File: config.mk
export PLATFORM = sky130hd
export DESIGN_NAME = bmw_host_driver_flat
export DESIGN_NICKNAME = d
export VERILOG_FILES = /design/src/rtl/bmw_host_driver_pkg.sv /design/src/rtl/bmw_host_driver_if.sv /design/src/rtl/bmw_ack_watchdog.sv /design/src/rtl/bmw_host_driver.sv /design/src/flat_wrapper.sv
export SDC_FILE = /design/constraint.sdc
export NUM_CORES = 1
export LEC_CHECK = 0
export CORE_MARGIN = 2
export CORE_UTILIZATION = 46
export CTS_BUF_LIST = sky130_fd_sc_hd__clkbuf_4 sky130_fd_sc_hd__clkbuf_8
export DETAILED_ROUTE_END_ITERATION = 16
export GPL_TIMING_DRIVEN = 1
export PLACE_DENSITY_LB_ADDON = 0.25
export SLEW_MARGIN = 20
export SYNTH_ARGS = -nofsm -noshare
export SYNTH_HDL_FRONTEND = slang
export SYNTH_SLANG_ARGS = --single-unit
File: constraint.sdc
create_clock -name clk -period 2 [get_ports clk]
set_clock_uncertainty 0.1 [all_clocks]
set_input_delay 0.4 -clock clk [delete_from_list [all_inputs] [get_ports clk]]
set_output_delay 0.4 -clock clk [all_outputs]
set_load 0.005 [all_outputs]
File: src/rtl/bmw_host_driver_pkg.sv
// rtl/bmw_host_driver_pkg.sv - shared sizes, state encoding and width helper for the BMW host driver
package bmw_host_driver_pkg;

    localparam int BMW_W           = 16;
    localparam int BMW_BLK_WORDS   = 32;
    localparam int BMW_DIG_WORDS   = 16;
    localparam int BMW_ACK_TIMEOUT = 1024;

    typedef logic [2:0] state_t;

    localparam state_t S_IDLE    = 3'd0;
    localparam state_t S_INIT    = 3'd1;
    localparam state_t S_LD_IDLE = 3'd2;
    localparam state_t S_LD_REQ  = 3'd3;
    localparam state_t S_FT_IDLE = 3'd4;
    localparam state_t S_FT_REQ  = 3'd5;
    localparam state_t S_FT_OUT  = 3'd6;
    localparam state_t S_ERR     = 3'd7;

    // Counter width able to hold 0..n-1, never narrower than one bit.
    function automatic int cnt_width(input int n);
        return (n <= 1) ? 1 : $clog2(n);
    endfunction

endpackage

File: src/rtl/bmw_host_driver_if.sv
// rtl/bmw_host_driver_if.sv - control, message/digest streams and core handshake bundle
interface bmw_host_driver_if #(
    parameter int W = 16
) ();

    logic         start;
    logic         busy;
    logic         done;
    logic         err;

    logic         s_valid;
    logic         s_ready;
    logic [W-1:0] s_data;
    logic         s_last;

    logic         m_valid;
    logic         m_ready;
    logic [W-1:0] m_data;
    logic         m_last;

    logic         core_init;
    logic         core_load;
    logic         core_fetch;
    logic [W-1:0] core_idata;
    logic         core_ack;
    logic [W-1:0] core_odata;

    modport master (
        input  start, s_valid, s_data, s_last, m_ready, core_ack, core_odata,
        output busy, done, err, s_ready, m_valid, m_data, m_last,
               core_init, core_load, core_fetch, core_idata
    );

    modport slave (
        output start, s_valid, s_data, s_last, m_ready, core_ack, core_odata,
        input  busy, done, err, s_ready, m_valid, m_data, m_last,
               core_init, core_load, core_fetch, core_idata
    );

endinterface

File: src/rtl/bmw_ack_watchdog.sv
// rtl/bmw_ack_watchdog.sv - cycles-without-ack counter for an outstanding core request
module bmw_ack_watchdog
    import bmw_host_driver_pkg::*;
#(
    parameter int TIMEOUT = BMW_ACK_TIMEOUT
) (
    input  logic clk,
    input  logic rst,
    input  logic i_clr,
    input  logic i_en,
    input  logic i_ack,
    output logic o_expire
);

    localparam int CW = cnt_width(TIMEOUT);
    localparam logic [CW-1:0] TC = CW'(TIMEOUT - 1);

    logic [CW-1:0] r_cnt;

    always_ff @(posedge clk or posedge rst) begin
        if (rst) begin
            r_cnt <= '0;
        end else if (i_clr) begin
            r_cnt <= '0;
        end else if (i_en && !i_ack && r_cnt != TC) begin
            r_cnt <= r_cnt + CW'(1);
        end
    end

    // An ack arriving in the terminal-count cycle suppresses expiry.
    assign o_expire = i_en & ~i_ack & (r_cnt == TC);

endmodule

File: src/rtl/bmw_host_driver.sv
// rtl/bmw_host_driver.sv - init/load/fetch initiator feeding message words to a BMW core and streaming its digest
module bmw_host_driver
    import bmw_host_driver_pkg::*;
#(
    parameter int W           = BMW_W,
    parameter int BLK_WORDS   = BMW_BLK_WORDS,
    parameter int DIG_WORDS   = BMW_DIG_WORDS,
    parameter int ACK_TIMEOUT = BMW_ACK_TIMEOUT
) (
    input  logic                clk,
    input  logic                rst,
    bmw_host_driver_if.master   bus
);

    localparam int WI_W = cnt_width(BLK_WORDS);
    localparam int DI_W = cnt_width(DIG_WORDS);
    localparam logic [WI_W-1:0] WI_LAST = WI_W'(BLK_WORDS - 1);
    localparam logic [DI_W-1:0] DI_LAST = DI_W'(DIG_WORDS - 1);

    state_t          r_state;
    logic            r_busy;
    logic            r_done;
    logic            r_err;
    logic            r_init;
    logic            r_load;
    logic            r_fetch;
    logic [W-1:0]    r_idata;
    logic            r_mvalid;
    logic [W-1:0]    r_mdata;
    logic            r_mlast;
    logic            r_last_in;
    logic [WI_W-1:0] r_wi;
    logic [DI_W-1:0] r_di;

    logic            w_s_ready;
    logic            w_s_fire;
    logic            w_wd_en;
    logic            w_expire;

    assign w_s_ready = (r_state == S_LD_IDLE) & ~bus.core_ack;
    assign w_s_fire  = w_s_ready & bus.s_valid;
    assign w_wd_en   = (r_state == S_LD_REQ) | (r_state == S_FT_REQ);

    bmw_ack_watchdog #(
        .TIMEOUT (ACK_TIMEOUT)
    ) u_watchdog (
        .clk      (clk),
        .rst      (rst),
        .i_clr    (~w_wd_en),
        .i_en     (w_wd_en),
        .i_ack    (bus.core_ack),
        .o_expire (w_expire)
    );

    always_ff @(posedge clk or posedge rst) begin
        if (rst) begin
            r_state   <= S_IDLE;
            r_busy    <= 1'b0;
            r_done    <= 1'b0;
            r_err     <= 1'b0;
            r_init    <= 1'b0;
            r_load    <= 1'b0;
            r_fetch   <= 1'b0;
            r_idata   <= '0;
            r_mvalid  <= 1'b0;
            r_mdata   <= '0;
            r_mlast   <= 1'b0;
            r_last_in <= 1'b0;
            r_wi      <= '0;
            r_di      <= '0;
        end else begin
            r_init <= 1'b0;
            r_done <= 1'b0;
            case (r_state)
                S_IDLE, S_ERR: begin
                    if (bus.start) begin
                        r_err   <= 1'b0;
                        r_busy  <= 1'b1;
                        r_init  <= 1'b1;
                        r_wi    <= '0;
                        r_di    <= '0;
                        r_state <= S_INIT;
                    end
                end
                S_INIT: r_state <= S_LD_IDLE;
                S_LD_IDLE: begin
                    if (w_s_fire) begin
                        // A message may only end on the final word of a block.
                        if (bus.s_last && r_wi != WI_LAST) begin
                            r_err   <= 1'b1;
                            r_busy  <= 1'b0;
                            r_state <= S_ERR;
                        end else begin
                            r_idata   <= bus.s_data;
                            r_load    <= 1'b1;
                            r_last_in <= bus.s_last;
                            r_state   <= S_LD_REQ;
                        end
                    end
                end
                S_LD_REQ: begin
                    if (bus.core_ack) begin
                        r_load  <= 1'b0;
                        r_wi    <= (r_wi == WI_LAST) ? '0 : r_wi + WI_W'(1);
                        r_state <= r_last_in ? S_FT_IDLE : S_LD_IDLE;
                    end else if (w_expire) begin
                        r_load  <= 1'b0;
                        r_err   <= 1'b1;
                        r_busy  <= 1'b0;
                        r_state <= S_ERR;
                    end
                end
                S_FT_IDLE: begin
                    if (!bus.core_ack && !r_mvalid) begin
                        r_fetch <= 1'b1;
                        r_state <= S_FT_REQ;
                    end
                end
                S_FT_REQ: begin
                    if (bus.core_ack) begin
                        r_mdata  <= bus.core_odata;
                        r_mvalid <= 1'b1;
                        r_fetch  <= 1'b0;
                        r_mlast  <= (r_di == DI_LAST);
                        r_di     <= r_di + DI_W'(1);
                        r_state  <= S_FT_OUT;
                    end else if (w_expire) begin
                        r_fetch <= 1'b0;
                        r_err   <= 1'b1;
                        r_busy  <= 1'b0;
                        r_state <= S_ERR;
                    end
                end
                S_FT_OUT: begin
                    if (r_mvalid && bus.m_ready) begin
                        r_mvalid <= 1'b0;
                        if (r_mlast) begin
                            r_mlast <= 1'b0;
                            r_done  <= 1'b1;
                            r_busy  <= 1'b0;
                            r_state <= S_IDLE;
                        end else begin
                            r_state <= S_FT_IDLE;
                        end
                    end
                end
                default: r_state <= S_IDLE;
            endcase
        end
    end

    assign bus.busy       = r_busy;
    assign bus.done       = r_done;
    assign bus.err        = r_err;
    assign bus.s_ready    = w_s_ready;
    assign bus.m_valid    = r_mvalid;
    assign bus.m_data     = r_mdata;
    assign bus.m_last     = r_mlast;
    assign bus.core_init  = r_init;
    assign bus.core_load  = r_load;
    assign bus.core_fetch = r_fetch;
    assign bus.core_idata = r_idata;

endmodule

File: src/flat_wrapper.sv
// flat-port wrapper written by rule: the top's interface ports become plain ports
module bmw_host_driver_flat import bmw_host_driver_pkg::*;
#(
    parameter int W           = BMW_W,
    parameter int BLK_WORDS   = BMW_BLK_WORDS,
    parameter int DIG_WORDS   = BMW_DIG_WORDS,
    parameter int ACK_TIMEOUT = BMW_ACK_TIMEOUT
)
  (clk, rst, bus_start, bus_s_valid, bus_s_data, bus_s_last, bus_m_ready, bus_core_ack, bus_core_odata, bus_busy, bus_done, bus_err, bus_s_ready, bus_m_valid, bus_m_data, bus_m_last, bus_core_init, bus_core_load, bus_core_fetch, bus_core_idata);
  bmw_host_driver_if #(.W(W)) bus_i ();
  input  logic clk;
  input  logic rst;
  input wire logic [$bits(bus_i.start)-1:0] bus_start;
  input wire logic [$bits(bus_i.s_valid)-1:0] bus_s_valid;
  input wire logic [$bits(bus_i.s_data)-1:0] bus_s_data;
  input wire logic [$bits(bus_i.s_last)-1:0] bus_s_last;
  input wire logic [$bits(bus_i.m_ready)-1:0] bus_m_ready;
  input wire logic [$bits(bus_i.core_ack)-1:0] bus_core_ack;
  input wire logic [$bits(bus_i.core_odata)-1:0] bus_core_odata;
  output wire logic [$bits(bus_i.busy)-1:0] bus_busy;
  output wire logic [$bits(bus_i.done)-1:0] bus_done;
  output wire logic [$bits(bus_i.err)-1:0] bus_err;
  output wire logic [$bits(bus_i.s_ready)-1:0] bus_s_ready;
  output wire logic [$bits(bus_i.m_valid)-1:0] bus_m_valid;
  output wire logic [$bits(bus_i.m_data)-1:0] bus_m_data;
  output wire logic [$bits(bus_i.m_last)-1:0] bus_m_last;
  output wire logic [$bits(bus_i.core_init)-1:0] bus_core_init;
  output wire logic [$bits(bus_i.core_load)-1:0] bus_core_load;
  output wire logic [$bits(bus_i.core_fetch)-1:0] bus_core_fetch;
  output wire logic [$bits(bus_i.core_idata)-1:0] bus_core_idata;
  assign bus_i.start = bus_start;
  assign bus_i.s_valid = bus_s_valid;
  assign bus_i.s_data = bus_s_data;
  assign bus_i.s_last = bus_s_last;
  assign bus_i.m_ready = bus_m_ready;
  assign bus_i.core_ack = bus_core_ack;
  assign bus_i.core_odata = bus_core_odata;
  assign bus_busy = bus_i.busy;
  assign bus_done = bus_i.done;
  assign bus_err = bus_i.err;
  assign bus_s_ready = bus_i.s_ready;
  assign bus_m_valid = bus_i.m_valid;
  assign bus_m_data = bus_i.m_data;
  assign bus_m_last = bus_i.m_last;
  assign bus_core_init = bus_i.core_init;
  assign bus_core_load = bus_i.core_load;
  assign bus_core_fetch = bus_i.core_fetch;
  assign bus_core_idata = bus_i.core_idata;
  bmw_host_driver #(.W(W), .BLK_WORDS(BLK_WORDS), .DIG_WORDS(DIG_WORDS), .ACK_TIMEOUT(ACK_TIMEOUT)) u_core (.clk(clk), .rst(rst), .bus(bus_i));
endmodule
==> out/qor_table.md <==
| Metric | Reported | Unit |
| --- | --- | --- |
| Setup repair after global routing missed its margin | false | - |
| Path type of the worst min-delay path | reg -> reg | - |
| Netlist area before placement | 0.003084 | mm^2 |
| Relative max-transition margin | 0.7091 | - |
| Setup TNS Final | 0 | ns |
| Die Ht | 85.88 | um |
| FF+latch area | 0.001578 | mm^2 |
| Kind of end point of the critical path | register | - |
| Vias in the first global route | 2636 | - |
| Area share of the largest cell type after synthesis | 0.5112 | - |
| Sw power | 1.796 | mW |
| Count of cell types in the netlist | 60 | - |
| Maximum fanout encountered on the critical timing path | 8 | - |
| GRT overflow | 0 | - |
| Final core occ | 0.6879 | - |
| Mean cell area of the mapped netlist | 11.51 | um^2 |
| Critical path's largest stage delay | 0.39 | ns |
| Post-synth top area cell | dfrtp_1 | - |
| TritonCTS clock tree | built | - |
| CP Class | reg -> reg | - |
| Register area share after synthesis | 0.5112 | - |
| Tcrit/Tclk final | 0.9646 | - |
| Violations in the final reports | design-rule violations | - |
| Number of hold-repair buffers added at the cts stage | 0 | - |
| Antenna cell count | 0 | - |
| Max-Cap Viols | 0 | - |
| Most instantiated library cell after synthesis | dfrtp_1 | - |
| Fraction of final layout cells sized beyond drive strength 1 | 0.2500 | - |
| Reported leakage power | 1.914 | nW |
| Clock slew at the register clock pins of the worst setup and hold paths | 0.07 | ns |
| Number of standard-cell rows in the floorplan | 29 | - |
| Number of filler instances in the final layout | 483 | - |
| Sequential fraction of design power | 0.341 | - |
| Critical Path Slowest Stage Cell | dfrtp_1 | - |
| Area occupied by multi-input gates | 0.001389 | mm^2 |
| Cell types with the highest counts after synthesis | dfrtp_1 (63), mux2_2 (31), a21oi_1 (16) | - |
| Worst setup path startpoint | u_core.r_wi[0] | - |
| Max-slew violation count | 0 | - |
| Clock buffer count from CTS | 9 | - |
| WL final | 7269 | um |
| DP Wirelength | 5126 | um |
| Worst Path Buf+Inv | 1 | - |
| Post-route ant nets | 0 | - |
| Final Non-Filler Cells | 457 | - |
| Via count normalized by instance count | 5.617 | - |
| Synthesized flop and latch total | 63 | - |
| Pin count of the biggest net entering global routing | 33 | - |
| Number of antenna violations at the first check in global routing | 0 | - |
| Mapped Cells | 268 | - |
| Number of iterations in the first detailed-routing pass | 12 | - |
| Relative contribution of the clock network to total power | 0.229 | - |
| Maximum vdd ir drop | 770.0 | uV |
| Effective utilization at floorplan | 0.4802 | - |
| Final Wtd Congestion | 0.8650 | - |
| WL per Instance | 15.91 | um |
| Inst Count DP | 438 | - |
| H-tree levels | 3 | - |
| Ranking of synthesized cells by area | dfrtp_1 (51%), mux2_2 (11%), a21oi_1 (2.6%), nand3_1 (2.1%), o21ai_0 (2.1%) | - |
| Cell class contributing the biggest share of worst-path delay | simple AND/OR/NAND/NOR gates | - |
| Maximum clock path buffer count | 2 | - |
| Total via count in the routed design | 2567 | - |
| Number of synthesized flops with an enable pin | 0 | - |
| Width of the die | 85.88 | um |
| Number of input and output port buffers inserted | 79 | - |
| Outcome | finished with violations | - |
| Synthesis-to-finish area growth | 43.25 | % |
| Worst Tran Pin Value | 0.4363 | ns |
| Async S/R FF share, synth | 1.000 | - |
| NumNets Final | 418 | - |
| Max Clock Freq | 518.3 | MHz |
| Synthesized net count | 311 | - |
| 1st-iter DRT viols | 145 | - |
| Ordered cell list for the critical path | ha_2 > and3_1 > ha_1 > nand2b_4 > nand2_4 > clkbuf_16 > mux2_2 | - |
| Ports | 80 | - |
| Full die area | 0.007375 | mm^2 |
| Total internal power | 4.056 | mW |
| Global-route wire length before repair | 12010 | um |
| Reg2Reg Launch Point | u_core.r_wi[0] | - |
| Data arrival time at the worst-slack endpoint | 2.05 | ns |
| Final Total Pwr | 5.852 | mW |
| Power share of the combinational group | 0.430 | - |
| Synth Flop Type | dfrtp_1 | - |
| Total count of hold-check failures in the final report | 0 | - |
| Power per Cell Area | 1325 | mW/mm^2 |
| Critical path startpoint category | register | - |
| Number of design rule violations left after detail routing | 3 | - |
| Net switching share of the total power | 0.3069 | - |
| Total core area | 0.006422 | mm^2 |
| Number of setup violations in the final report | 0 | - |
| Master cell of the clock root buffer | clkbuf_8 | - |
| Count of synthesis-stage warnings from yosys | 0 | - |
| Endpoint required time on the critical path | 2.12 | ns |
| Worst-skew pair later-pin latency | 0.33 | ns |
| Clock Sink Count | 63 | - |
| Worst hold path startpoint | u_core.r_wi[3] | - |
| Post-route minimum period | 1.929 | ns |
| Global-route usage over all layers | 0.2074 | - |
==> power groups by stage <==
stage                     registers (mW)  logic (mW)  clock network (mW)
final                               2.00        2.52                1.34
after global routing                2.06        2.74                1.42
after CTS                           2.00        2.51                1.37
after detailed placement            2.01        2.50                   0
after global placement              2.00        2.43                   0
after floorplan                     2.02        1.24                   0
==> state kept, by name, indices dropped and copies added, names as in the netlist <==
name	cells
u_core.bus.busy	1
u_core.bus.core_fetch	1
u_core.bus.core_idata	16
u_core.bus.core_init	1
u_core.bus.core_load	1
u_core.bus.done	1
u_core.bus.err	1
u_core.bus.m_data	16
u_core.bus.m_last	1
u_core.bus.m_valid	1
u_core.r_di	4
u_core.r_last_in	1
u_core.r_state	3
u_core.r_wi	5
u_core.u_watchdog.r_cnt	10
==> cells in the final DEF (no fill, tap or decap), types with 9 or more instances in the layout <==
cell type,count
dfrtp_1,62
clkdlybuf4s50_1,78
buf_4,27
o21ai_0,13
nor2_1,11
clkbuf_8,9
mux2_2,31
nand3_1,13
a21oi_1,16
nand2_1,13
==> repair_timing <==
| action | 4_1_cts | 5_1_grt |
|---|---|---|
| pin swaps | 0 | 1 |
| setup endpoints to repair | 1 | 19 |
| cloned | 0 | 1 |
| resized for setup | 2 | 2 |
| buffers inserted | 1 | 1 |
==> path summary, 6_finish.rpt <==
check / end / slack [ns] / cells after the start
worst max register to register: u_core.bus.core_idata[10] / 0.07 / 7
max in group asynchronous: u_core.r_state[0] / 1.03 / 3
worst max-delay path: u_core.bus.core_idata[10] / 0.07 / 7
worst min-delay path: u_core.r_wi[3] / 0.39 / 1
min in group asynchronous: u_core.bus.m_data[1] / 0.42 / 3
worst min register to register: u_core.r_wi[3] / 0.39 / 1
==> through the flow <==
step / setup slack, ns / area [um^2] / hold slack, ns
4_1_cts: 0.04544 / 4378 / 0.3916
5_1_grt: 0.004480 / 4418 / 0.4016
3_5_place_dp: -0.1168 / 4130 / 0.3819
3_3_place_gp: -0.09344 / 4130 / 0.3667
6_report: 0.07070 / 4418 / 0.3888
2_1_floorplan: 0.006760 / 3095 / 0.3431
==> worst register-to-register path: stages, from the launching register on <==
cell	delay (ns)
dfrtp_1	0.39
ha_2	0.20
and3_1	0.18
ha_1	0.20
nand2b_4	0.17
nand2_4	0.10
clkbuf_16	0.16
mux2_2	0.33
==> cells by family (layout without fill, tap and decap cells) <==
family | Yosys count | in the layout | share of synthesized area
AND/OR/NAND/NOR | 80 | 80 | 0.1542
flip-flops | 63 | 63 | 0.5112
AO/OA/AOI/OAI | 58 | 58 | 0.1318
multiplexers | 36 | 36 | 0.1314
buffers and inverters | 23 | 135 | 0.04340
adder cells (fa/ha/maj) | 5 | 5 | 0.01947
XOR/XNOR | 3 | 3 | 0.008521
==> cell type report <==
class | instances | share of cell area
well taps | 77 | 0.02181
inverters | 9 | 0.008496
clock inverters | 6 | 0.02464
repair buffers | 110 | 0.2438
clock buffers | 10 | 0.02974
flip-flops and latches | 63 | 0.3571
multi-input cells | 182 | 0.3144
==> per-layer routing <==
layer / vias up / track usage / share of wire
met5: - / 0 / 0
met4: 0 / 0.08947 / 0.017
met3: 10 / 0.05582 / 0.061
met2: 85 / 0.3256 / 0.49
met1: 1262 / 0.2710 / 0.44
li1: 1210 / - / -
(Power assumes the default switching activity.)
